[src/rtl/program_loader.sv]
// ---------------------------------------------------------------------------
// program_loader
//
// Boot-time loader sitting in front of the MIPS core's program memory. It
// receives a byte stream made of a 16-bit little-endian word count N, then
// 4*N payload bytes, then one checksum byte. Payload bytes are packed
// little-endian into 32-bit words and written sequentially from byte
// address 0. The checksum byte must equal the XOR of every byte that came
// before it (both length bytes and all payload bytes). The processor is held
// in reset until an image has been loaded and verified.
//
// Ports:
//   clk           rising-edge clock
//   reset         synchronous, active-high reset
//   start         one-cycle load request (honoured in IDLE or ERROR only)
//   byte_valid    byte_data carries a byte
//   byte_data     stream byte
//   byte_ready    loader accepts a byte this cycle
//   mem_we        program memory write strobe (one cycle per word)
//   mem_addr      byte address of the word being written
//   mem_wdata     word being written
//   words_loaded  words written during the current load
//   cpu_reset     processor reset hold; low only after a verified load
//   done          load finished with matching checksum
//   error         load aborted (bad length or bad checksum)
//   dbgState      current FSM state, for observation only
//
// Handshake: a byte transfers on a rising edge where byte_valid and
// byte_ready are both 1. byte_ready is a pure decode of the state register
// (LEN_LO, LEN_HI, DATA, CHECK) and never depends on byte_valid; a byte
// offered while byte_ready is 0 is simply ignored.
// ---------------------------------------------------------------------------
module program_loader #(
   parameter int MEMORY_DEPTH = 300,
   parameter int DATA_WIDTH   = 32
) (
   input  logic                  clk,
   input  logic                  reset,
   input  logic                  start,
   input  logic                  byte_valid,
   input  logic [7:0]            byte_data,
   output logic                  byte_ready,
   output logic                  mem_we,
   output logic [31:0]           mem_addr,
   output logic [DATA_WIDTH-1:0] mem_wdata,
   output logic [15:0]           words_loaded,
   output logic                  cpu_reset,
   output logic                  done,
   output logic                  error,
   output logic [2:0]            dbgState
);

   typedef enum logic [2:0] {
      IDLE   = 3'd0,
      LEN_LO = 3'd1,
      LEN_HI = 3'd2,
      DATA   = 3'd3,
      CHECK  = 3'd4,
      DONE   = 3'd5,
      ERROR  = 3'd6
   } loaderState_t;

   loaderState_t state;
   loaderState_t nextState;

   logic [15:0]           lenReg;     // word count N from the header
   logic [7:0]            csum;       // running XOR of accepted bytes
   logic [1:0]            lane;       // next byte position within the word
   logic [DATA_WIDTH-9:0] wordBuf;    // lanes 0..2 of the word in progress

   logic        accept;
   logic        startOk;
   logic [15:0] newLen;
   logic        lenBad;
   logic [15:0] wordsNext;

   assign accept    = byte_valid & byte_ready;
   assign startOk   = start & ((state == IDLE) | (state == ERROR));
   assign newLen    = {byte_data, lenReg[7:0]};
   assign lenBad    = (newLen == 16'd0) || ({16'd0, newLen} > 32'(MEMORY_DEPTH));
   assign wordsNext = words_loaded + 16'd1;

   // Status flags are decoded from the state register, so they change on the
   // same edge that moves the FSM (one cycle after the deciding byte).
   assign done      = (state == DONE);
   assign error     = (state == ERROR);
   assign cpu_reset = (state != DONE);
   assign dbgState  = state;

   always_ff @(posedge clk) begin
      if (reset) begin
         state <= IDLE;
      end else begin
         state <= nextState;
      end
   end

   always_comb begin
      nextState  = state;
      byte_ready = 1'b0;
      case (state)
         IDLE: begin
            if (start) nextState = LEN_LO;
         end
         LEN_LO: begin
            byte_ready = 1'b1;
            if (byte_valid) nextState = LEN_HI;
         end
         LEN_HI: begin
            byte_ready = 1'b1;
            if (byte_valid) nextState = lenBad ? ERROR : DATA;
         end
         DATA: begin
            byte_ready = 1'b1;
            // The last word of the image moves us on to the checksum byte.
            if (byte_valid && (lane == 2'd3) && (wordsNext == lenReg))
               nextState = CHECK;
         end
         CHECK: begin
            byte_ready = 1'b1;
            if (byte_valid) nextState = (byte_data == csum) ? DONE : ERROR;
         end
         DONE: begin
            nextState = DONE;
         end
         ERROR: begin
            if (start) nextState = LEN_LO;
         end
         default: nextState = IDLE;
      endcase
   end

   always_ff @(posedge clk) begin
      if (reset) begin
         mem_we       <= 1'b0;
         mem_addr     <= 32'd0;
         mem_wdata    <= '0;
         words_loaded <= 16'd0;
         csum         <= 8'd0;
         lane         <= 2'd0;
         lenReg       <= 16'd0;
         wordBuf      <= '0;
      end else begin
         mem_we <= 1'b0;

         if (startOk) begin
            words_loaded <= 16'd0;
            csum         <= 8'd0;
            lane         <= 2'd0;
         end

         if (accept) begin
            case (state)
               LEN_LO: begin
                  lenReg[7:0] <= byte_data;
                  csum        <= csum ^ byte_data;
               end
               LEN_HI: begin
                  lenReg[15:8] <= byte_data;
                  csum         <= csum ^ byte_data;
               end
               DATA: begin
                  csum <= csum ^ byte_data;
                  lane <= lane + 2'd1;
                  case (lane)
                     2'd0: wordBuf[7:0]   <= byte_data;
                     2'd1: wordBuf[15:8]  <= byte_data;
                     2'd2: wordBuf[23:16] <= byte_data;
                     default: begin
                        // Fourth byte completes the word: write it straight
                        // from the incoming byte plus the buffered lanes.
                        mem_we       <= 1'b1;
                        mem_addr     <= {14'd0, words_loaded, 2'b00};
                        mem_wdata    <= {byte_data, wordBuf};
                        words_loaded <= wordsNext;
                     end
                  endcase
               end
               default: ;
            endcase
         end
      end
   end

endmodule

[config.mk]
export PLATFORM = sky130hd
export DESIGN_NAME = program_loader
export DESIGN_NICKNAME = d
export VERILOG_FILES = /design/src/rtl/program_loader.sv
export SDC_FILE = /design/constraint.sdc
export NUM_CORES = 1
export LEC_CHECK = 0
export BUFFER_PORTS_ARGS = -buffer_cell sky130_fd_sc_hd__buf_2
export CAP_MARGIN = 40
export CORE_MARGIN = 3
export CORE_UTILIZATION = 47
export DETAILED_ROUTE_END_ITERATION = 6
export GPL_ROUTABILITY_DRIVEN = 0
export PLACE_DENSITY_LB_ADDON = 0.12
export SETUP_SLACK_MARGIN = 0.2
export SYNTH_ARGS = -nofsm -noshare
export SYNTH_HDL_FRONTEND = slang
export SYNTH_SLANG_ARGS = --single-unit
[constraint.sdc]
create_clock -name clk -period 5 [get_ports clk]
set_input_delay 1 -clock clk [delete_from_list [all_inputs] [get_ports clk]]
set_output_delay 1 -clock clk [all_outputs]
set_load 0.005 [all_outputs]
[Yosys cells after proc, flatten, opt, wreduce, memory -nomap -nowiden]
Index checks and enable logic that the tools add are counted.
Storage, ports and cells
  logic and storage cells: 77
  output and inout bits: 88
  register bits: 118
Operators by class
  reductions and logical operators: 18
  order comparisons: 1
  $add $sub $neg: 2
  mux-type cells: 20
  equality and inequality tests: 17
  bitwise gates (word level): 7
Operators by type and width (count)
  16-bit two-way mux: 4
  8-bit two-way mux: 3
  3-bit two-way mux: 6
  3-bit one-hot mux with 6 select lines: 1
  16-bit by 1-bit adder with 16-bit output, second input constant: 1
  16-bit equality test: 1
  16-bit by 9-bit > comparator with 1-bit output, second input constant: 1
  16-bit zero test: 1
  3-bit AND reduction: 4
  3-bit equality test, second input constant: 3
  3-bit OR reduction: 3
  8-bit equality test: 1
  2-bit two-way mux: 4
  2-bit inequality test, second input constant: 4
  8-bit bitwise XOR: 1
  3-bit by 2-bit equality test with 1-bit output, second input constant: 2
  5-bit AND reduction: 1
  2-bit equality test, second input constant: 2
  2-bit AND reduction: 2
  4-bit OR reduction: 1
  3-bit by 1-bit equality test with 1-bit output, second input constant: 1
  3-bit zero test: 1
  3-bit inequality test, second input constant: 1
  1-bit NOT: 3
  10 further kinds: 13

[Longest topological paths before layout]
Gate-level depths: netlist (run 1).
  depth after elaboration: 7
  mapped depth: 9

[Worst setup path after synthesis (run 1)]
No wires, ideal clock.
  kind: input port to flip-flop
  from: input byte_valid
  to: register mem_wdata[29]
  slack: 2.720 ns
  stages on the path: 8
  setup time: 0.070 ns
  arrival: 2.210 ns
  data required time: 4.930 ns
  path through: and4b_1 clkbuf_1 and2_1 clkbuf_1 buf_2 buf_1 nand2_1 a21oi_1
On the way
  longest elaborated chain between the ends: 2
RTL lines
  start: declaration: RTL line 40  | input logic byte_valid,
  1-bit AND: RTL line 77  | assign accept = byte_valid & byte_ready;
  3-bit AND reduction (no source line)
  end signal: assignment: RTL line 174  | mem_wdata <= {byte_data, wordBuf};
  end: declaration: RTL line 45  | output logic [DATA_WIDTH-1:0] mem_wdata,
Every way passes these cells.
A chain may end at the register's enable or synchronous reset.

[Worst setup path in the final report (run 1)]
  from: register state[0] (netlist: dbgState[0])
  to: output done
On the way
  longest elaborated chain between the ends: 1
RTL lines
  start: declaration: RTL line 63  | loaderState_t state;
  start signal: assignment: RTL line 94  | state <= nextState;
  3-bit equality test: RTL line 85  | assign done = (state == DONE);
  end: declaration: RTL line 48  | output logic done,
Every way passes these cells.

==> run_results.csv, run 1 <==
group,metric,value,unit
cells_and_area,final_common_cell,"nand2_1",
setup_path,critPathRequiredTime,4.00,ns
sta,period_share,56.3,%
die,die_w,114,microns
setup_path,cpPeakStageDelay,0.55,ns
cells_and_area,final_cell_mix,"173 x nand2_1, 118 x dfxtp_1, 107 x a21oi_1",
place,place_area,5820,sq um
drt,via_per_inst,5.43,
job,maxCapViolations,0,
sta,worst_pin_slew,0.780,ns
yosys,synth-seq-area-share,42.9,%
cells_and_area,antenna_cells,0,
sta,slew-limit-headroom,47.8,%
global_routing,track_usage,21.3,%
setup_path,cpMaxStageDelayCell,"dfxtp_1",
cells_and_area,final_area,6440,sq um
sta,layout_min_cycle_time,2.81,ns
drt,drc,0,
yosys,synth.avg_cell_area,7.71,sq um
cells_and_area,nets,781,
clocking,htreeDepth,4,
yosys,synthCells,715,
pwr,ir_worst_vdd,0.268,mV
global_routing,grt_max_degree,62,
drt,vias,4964,
yosys,synthFlopType,"dfxtp_1",
pwr,sw_frac_of_total,26.3,%
global_routing,grt_pass1_wl,22.2,mm
setup_path,crit_arrival,1.81,ns
clocking,hold_buffers,0,
clocking,root_buffer,"clkbuf_16",
place,post-place-ws,2.16,ns
global_routing,antenna_found_initial,0,
sta,setup-violations-final,0,
yosys,ys_warn_count,0,
drt,routedWlPerCell,14.9,microns
pwr,power_frac_clock,47.2,%
yosys,synth-async-reset-ratio,0,%
die,die_area,13100,sq um
pwr,sequentialPowerShare,39.1,%
drt,finalWirelength,13.7,mm
drt,drtIter0Drc,303,
global_routing,gr-total-overflow,0,
setup_path,path_max_fanout,12,
sta,finalHoldViolCount,0,
pwr,p_total,2.68,mW
setup_path,path_class,"reg -> out",
die,start_util,49.5,%
pwr,p_int,1.98,mW
place,io_buffers,83,
cells_and_area,drive_gt1_share,16.9,%
drt,met3WireLength,725,microns
setup_path,endpoint_kind,"output port",
drt,wl_met2,6.42,mm
yosys,synth_cell_type_count,58,
clocking,cts.sinks,118,
sta,finalClockSkew,0.00845,ns
setup_path,start_kind,"flip-flop",
cells_and_area,fillCellCount,1033,
die,fp.coreArea,11100,sq um
pwr,p_comb_share,13.7,%
yosys,syn_area,5510,sq um
clocking,tritoncts,"done",
sta,fin_tns_setup,0,ns
place,place_hpwl,9.25,mm
die,ios,100,
global_routing,grt_pass1_vias,4556,
cells_and_area,synthToLayoutAreaGrowth,16.8,%
status,status,"complete, no violations",
yosys,ys_ff_latch,118,
pwr,power_leakage,2.55,nW
drt,top_layer,"met4",
drt,ant_nets,0,
sta,fmax,0.356,GHz
clocking,cts_buffers,17,
clocking,cts_setup_buffers,0,
drt,first_pass_iters,5,
clocking,clk_pin_slew_worst_paths,0.05,ns
clocking,clockBufferDepth,2,
yosys,synth-edff-count,0,
die,fp.dieH,114,microns
sta,holdWs,0.451,ns
clocking,insertion_delay,0.41,ns
sta,drv_slew,0,
setup_path,path_cells,"clkinv_1 > nor2_1 > nand2_1 > inv_1 > buf_2",
die,fp-row-count,38,
drt,m1WireLength,6.26,mm
sta,worst_slack,2.19,ns
sta,rsz0062_at_grt,"no",
pwr,p_sw,703,uW
clocking,post_cts_resized,0,
min_path,hp-class,"reg -> reg",
pwr,p_per_area,416,nW/um^2
-- cells in the mapped netlist, types with 2 or more instances --
library cell / instances / area [sq um]
o31ai_1: 4 / 30.0
nor4_1: 8 / 50.1
nor3_1: 4 / 20.0
buf_6: 2 / 22.5
inv_1: 7 / 26.3
o2111ai_1: 2 / 17.5
mux2_2: 3 / 33.8
nor4_2: 2 / 25.0
buf_1: 2 / 7.51
buf_4: 20 / 150
nand4_1: 8 / 50.1
nand3_1: 39 / 195
nor3b_1: 9 / 67.6
buf_2: 7 / 35.0
and2_1: 2 / 12.5
ha_1: 6 / 75.1
nand2_1: 174 / 653
a21oi_1: 107 / 536
nand2b_1: 3 / 18.8
and3b_1: 2 / 17.5
xor2_1: 18 / 158
dfxtp_1: 118 / 2360
o21ai_0: 35 / 175
mux2i_1: 3 / 30.0
nor2_1: 32 / 120
a22oi_1: 2 / 15.0
o221ai_1: 3 / 26.3
and3_1: 9 / 56.3
clkbuf_1: 43 / 161
xnor2_1: 10 / 87.6
nor2b_1: 4 / 25.0
-- routing by layer --
layer | up-vias | track usage, %
met5 | - | 0
met4 | 0 | 8.23
met3 | 22 | 5.97
met2 | 137 | 33.5
met1 | 2305 | 27.7
li1 | 2500 | -
-- critical path, delay by kind of cell, from the launching register on --
kind	cells	cell delay (ns)
flops	1	0.55
buf+inv	3	0.51
simple gates	2	0.33
-- area by class of cell --
class	instances	area [sq um]	area share [%]
Tap cell	140	175	2.72
Timing Repair Buffer	88	455	7.07
Sequential cell	118	2360	36.7
Inverter	9	33.8	0.525
Clock inverter	9	150	2.33
Multi-Input combinational cell	529	2800	43.5
Clock buffer	22	464	7.21
-- power by group through the flow --
stage | sequential [mW] | clock [mW] | combinational (mW)
6_report | 1.05 | 1.26 | 0.367
5_1_grt | 1.06 | 1.32 | 0.415
2_1_floorplan | 1.03 | 0 | 0.306
4_1_cts | 1.05 | 1.28 | 0.362
3_5_place_dp | 1.07 | 0 | 0.360
3_3_place_gp | 1.06 | 0 | 0.348
-- stage by stage --
stage	std cells	util [%]
after floorplan	730	-
after global placement	883	52.3
after detailed placement	883	52.3
after CTS	914	57.8
after global routing	915	57.9
final	915	57.9
-- final timing paths --
path / to / start / slack [ns] / cells past startpoint
worst max register to register: dbgState[1] / words_loaded[0] / 2.40 / 7
worst min-delay path: mem_addr[15] / mem_addr[15] / 0.45 / 2
worst max-delay path: done / dbgState[0] / 2.19 / 5
worst min register to register: mem_addr[15] / mem_addr[15] / 0.45 / 2
-- registers in the layout, indices dropped and copies added (netlist names) --
register,cells
dbgState,3
mem_wdata,32
mem_we,1
lenReg,16
lane,2
csum,8
words_loaded,16
mem_addr,16
wordBuf,24
-- cells by family (layout without fill, tap and decap cells) --
logic type                 Yosys count  count (layout)  share of synthesized area, %
other                                1              16                        0.0680
AOI/OAI and AO/OA                  165             165                          16.3
xor gates and xnor gates            28              28                          4.45
and+or+nand+nor                    308             308                          26.3
adders and majority gates            6               6                          1.36
muxes                                6               6                          1.16
DFF                                118             118                          42.9
buffers and inverters               83             128                          7.45
No activity file was read; power rests on OpenSTA's default activity.
==> run 2, diff against run 1 <==
clock period = 2.8 ns   (was 5 ns; I/O delays follow)
==> run_results.csv, run 2 (synthesis gave the netlist of run 1 again) <==
group,metric,value,unit
status,status,"complete, no violations",
global_routing,grt_max_degree,53,
setup_path,start_kind,"flip-flop",
sta,fmax,0.407,GHz
cells_and_area,largest_register_ffs,32,
place,dpl.cell_count,892,
clocking,htreeDepth,4,
die,die_area,13100,sq um
clocking,root_buffer,"clkbuf_16",
cells_and_area,final_cell_mix,"173 x nand2_1, 117 x dfxtp_1, 107 x a21oi_1",
cells_and_area,final_common_cell,"nand2_1",
setup_path,path_max_fanout,8,
clocking,insertion_delay,0.42,ns
clocking,cts_buffers,17,
sta,finalClockSkew,0.00547,ns
cells_and_area,instances_no_fill,924,
clocking,clk_pin_slew_worst_paths,0.06,ns
sta,layout_min_cycle_time,2.46,ns
die,start_util,49.5,%
die,die_w,114,microns
drt,routedWlPerCell,14.8,microns
cells_and_area,drive_gt1_share,18.5,%
sta,slew-limit-headroom,62.7,%
die,fp-row-count,38,
die,fp.dieH,114,microns
drt,finalWirelength,13.7,mm
drt,drc,0,
setup_path,endpoint_kind,"flip-flop",
sta,setup-violations-final,0,
die,ios,100,
sta,worst_pin_slew,0.558,ns
sta,rsz0062_at_grt,"no",
pwr,p_per_area,747,nW/um^2
cells_and_area,synthToLayoutAreaGrowth,18.5,%
clocking,cts.sinks,118,
pwr,ir_worst_vdd,0.431,mV
die,fp.coreArea,11100,sq um
global_routing,track_usage,21.7,%
clocking,clockBufferDepth,2,
setup_path,crit_arrival,2.81,ns
drt,vias,5060,
sta,holdWs,0.450,ns
min_path,hp-class,"reg -> reg",
global_routing,gr-total-overflow,0,
global_routing,antenna_found_initial,0,
drt,first_pass_iters,4,
job,maxCapViolations,0,
place,place_hpwl,9.33,mm
drt,ant_nets,0,
cells_and_area,largest-register,"mem_wdata",
sta,finalHoldViolCount,0,
global_routing,grt_pass1_vias,4693,
drt,drtIter0Drc,432,
cells_and_area,nets,789,
min_path,holdCritStartpoint,"mem_wdata[7]",
drt,via_per_inst,5.48,
sta,period_share,87.7,%
global_routing,grt_pass1_wl,22.6,mm
setup_path,critPathRequiredTime,3.16,ns
setup_path,path_class,"reg -> reg",
cells_and_area,reg.largest.list,"mem_wdata x32, wordBuf x24",
setup_path,reg2reg_from,"words_loaded[1]",
clocking,tritoncts,"done",
sta,fin_tns_setup,0,ns
pwr,power_leakage,2.60,nW
cells_and_area,antenna_cells,0,
setup_path,startpoint,"words_loaded[1]",
sta,drv_slew,0,
place,io_buffers,83,
cells_and_area,fillCellCount,1036,
## run 2: cell types whose count changed in the layout (fill, tap and decap cells not counted)
cell	delta
buf_4	+8
clkbuf_1	-3
clkinv_4	+2
clkbuf_8	+1
clkinvlp_4	+1
dfxtp_1	-1
dfxtp_2	+1
ha_1	-1
ha_2	+1
## run 2: path summary, 6_finish.rpt
check | to | slack (ns) | depth (start not counted)
setup / recovery | dbgState[2] | 0.34 | 7
setup reg to reg | dbgState[2] | 0.34 | 7
hold / removal | mem_wdata[7] | 0.45 | 2
hold reg to reg | mem_wdata[7] | 0.45 | 2
## run 2: report_power, final
| part | total [mW] | switching (mW) | internal, mW |
|---|---|---|---|
| clock | 2.32 | 0.764 | 1.55 |
| combinational | 0.704 | 0.441 | 0.263 |
| sequential | 1.85 | 0.0987 | 1.75 |
## run 2: timing repair
action	in CTS	in global routing
endpoints found under the setup margin	0	2
setup buffers	0	0
hold buffers	0	0
resized for setup	0	2
hold endpoints to repair	0	0
## run 2: worst max-delay path, stage by stage (launching register included)
cell	delay, ns
dfxtp_1	0.43
ha_2	0.33
nand3_4	0.14
or4_4	0.57
nor3_2	0.18
o311ai_1	0.14
nor4_2	0.40
a221o_1	0.21
## run 2: per-stage QoR
stage / instance area (sq um) / setup slack (ns) / util (%) / power [mW]
floorplan: 5570 / 0.599 / - / 2.39
global placement: 5890 / 0.398 / 52.9 / 2.56
detailed placement: 5890 / 0.309 / 52.9 / 2.59
CTS: 6530 / 0.297 / 58.7 / 4.91
global route: 6530 / 0.210 / 58.7 / 5.10
finish: 6530 / 0.343 / 58.7 / 4.88
## run 2: cell type report
class | instances | area [sq um] | area share (%)
multi-input combinational | 529 | 2800 | 42.9
sequential | 118 | 2360 | 36.2
timing repair buffer | 96 | 515 | 7.89
clock buffer | 20 | 467 | 7.15
clock inverter | 12 | 175 | 2.68
tap | 140 | 175 | 2.68
inverter | 9 | 33.8 | 0.517
## run 2: routing by layer
layer	vias up	global-route usage, %	share of wire, %	wire [microns]
li1	2509	-	-	-
met1	2371	28.0	44	6100
met2	160	34.7	48	6530
met3	20	5.81	6.5	891
met4	0	8.47	1.4	189
met5	-	0	0	0
==> run 3, diff against run 2 <==
BUFFER_PORTS_ARGS = -buffer_cell sky130_fd_sc_hd__clkbuf_2   (was -buffer_cell sky130_fd_sc_hd__buf_2)
==> run_results.csv, run 3 (synthesis gave the netlist of run 1 again) <==
group,metric,value,unit
place,io_buffers,83,
drt,ant_nets,0,
setup_path,reg2reg_from,"words_loaded[1]",
setup_path,startpoint,"words_loaded[1]",
setup_path,critPathRequiredTime,3.08,ns
setup_path,path_class,"reg -> reg",
pwr,ir_worst_vdd,0.758,mV
setup_path,start_kind,"flip-flop",
clocking,cts.sinks,118,
sta,worst_slack,0.371,ns
drt,vias,5053,
sta,fmax,0.412,GHz
drt,finalWirelength,13.9,mm
cells_and_area,antenna_cells,0,
cells_and_area,fillCellCount,1045,
setup_path,endpoint,"dbgState[1]",
setup_path,r2r-end,"dbgState[1]",
sta,layout_min_cycle_time,2.43,ns
cells_and_area,synthToLayoutAreaGrowth,18.5,%
clocking,insertion_delay,0.41,ns
place,post-place-ws,0.281,ns
drt,drc,0,
pwr,power_frac_clock,46.9,%
cells_and_area,instances_no_fill,926,
drt,drtIter0Drc,380,
global_routing,grt_max_degree,53,
sta,worst_pin_slew,0.545,ns
die,fp.dieH,114,microns
clocking,hold_buffers,0,
status,status,"complete, no violations",
cells_and_area,largest-register,"mem_wdata",
cells_and_area,regArea,2360,sq um
job,maxCapViolations,0,
sta,finalClockSkew,0.0149,ns
setup_path,path_cells,"ha_2 > nand3_4 > or4_4 > o32ai_1 > o311ai_1 > nor4_2 > buf_4 > a31oi_1",
clocking,root_buffer,"clkbuf_16",
die,fp.coreArea,11100,sq um
setup_path,crit_family,"simple AND/OR/NAND/NOR gates",
setup_path,worstRegToRegCells,8,
pwr,p_sw,1.27,mW
pwr,sw_frac_of_total,26.5,%
pwr,p_int,3.54,mW
die,fp-row-count,38,
sta,holdWs,0.453,ns
setup_path,crit_arrival,2.71,ns
setup_path,worst-path-buf-inv,1,
pwr,p_comb_share,14.7,%
die,die_w,114,microns
clocking,htreeDepth,4,
global_routing,grt_pass1_wl,22.7,mm
clocking,clk_pin_slew_worst_paths,0.05,ns
clocking,clockBufferDepth,2,
die,die_area,13100,sq um
sta,drv_slew,0,
global_routing,track_usage,21.7,%
sta,setup-violations-final,0,
die,ios,100,
drt,routedWlPerCell,15.0,microns
setup_path,path_max_fanout,8,
sta,period_share,86.7,%
drt,via_per_inst,5.46,
global_routing,antenna_found_initial,0,
pwr,p_per_area,737,nW/um^2
cells_and_area,final_cell_mix,"173 x nand2_1, 117 x dfxtp_1, 107 x a21oi_1",
drt,first_pass_iters,5,
sta,finalHoldViolCount,0,
pwr,sequentialPowerShare,38.5,%
die,start_util,49.5,%
cells_and_area,nets,793,
sta,rsz0062_at_grt,"no",
sta,fin_tns_setup,0,ns
setup_path,worst-r2r-setup-slack,0.37,ns
cells_and_area,reg.largest.list,"mem_wdata x32, wordBuf x24",
setup_path,cpPeakStageDelay,0.57,ns
clocking,tritoncts,"done",
cells_and_area,drive_gt1_share,18.4,%
clocking,cts_buffers,17,
cells_and_area,postLayoutCoreUtil,58.7,%
cells_and_area,multi_input_area,2800,sq um
setup_path,worst-path-stages,8,
cells_and_area,final_area,6530,sq um
sta,slew-limit-headroom,63.6,%
setup_path,cpMaxStageDelayCell,"or4_4",
pwr,p_total,4.81,mW
cells_and_area,largest_register_ffs,32,
global_routing,gr-total-overflow,0,
global_routing,grt_pass1_vias,4753,
place,dpl.cell_count,895,
cells_and_area,final_common_cell,"nand2_1",
min_path,hp-class,"reg -> reg",
place,place_area,5910,sq um
place,place_hpwl,9.43,mm
pwr,power_leakage,2.55,nW
setup_path,endpoint_kind,"flip-flop",
[run 3: cell types whose count changed in the layout (fill, tap and decap cells not counted)]
cell        change
clkbuf_8        -1
clkbuf_1        +2
buf_4           +4
clkbuf_2       +82
clkinvlp_4      -2
buf_2          -82
clkinv_4        -1
[run 3: worst reg2reg max path, delay by kind of cell, from the launching register on]
family,cells,cell delay [ns]
and+or+nand+nor,3,0.96
DFF,1,0.44
AOI/OAI and AO/OA,3,0.41
adders and majority gates,1,0.33
buffers and inverters,1,0.17
[run 3: power by group through the flow]
stage	clock network [mW]	registers (mW)	logic, mW
after floorplan	0	1.85	0.546
after global placement	0	1.88	0.687
after CTS	2.29	1.85	0.706
after detailed placement	0	1.88	0.702
after global routing	2.37	1.86	0.800
final	2.26	1.85	0.707
[run 3: worst min-delay path by stage]
stage | startpoint | endpoint | slack (ns) | cells after the start
4_1_cts | mem_addr[4] | mem_addr[4] | 0.45 | 2
5_1_grt | mem_addr[17] | mem_addr[17] | 0.47 | 2
3_5_place_dp | wordBuf[20] | mem_wdata[20] | 0.45 | 2
2_1_floorplan | wordBuf[0] | mem_wdata[0] | 0.43 | 2
3_3_place_gp | mem_addr[17] | mem_addr[17] | 0.44 | 2
6_report | mem_addr[2] | mem_addr[2] | 0.45 | 2
[run 3: layer usage]
layer  part of all wire (%)  track usage [%]  vias to the layer above
met1                     45             27.8                     2358
met3                    6.2             6.18                       18
met4                    1.5             8.87                        0
met5                      0                0                        -
li1                       -                -                     2523
met2                     47             34.5                      154
[run 3: repair_timing]
action | CTS | global route
hold endpoints to repair | 0 | 0
endpoints found under the setup margin | 0 | 3
resized for setup | 0 | 2
setup buffers | 0 | 1
[run 3: area by class of cell]
type | count | share of cell area, %
Sequential cell | 118 | 36.2
Timing Repair Buffer | 100 | 8.35
Clock inverter | 9 | 2.32
Clock buffer | 21 | 7.05
Tap cell | 140 | 2.68
Inverter | 9 | 0.517
Multi-Input combinational cell | 529 | 42.9
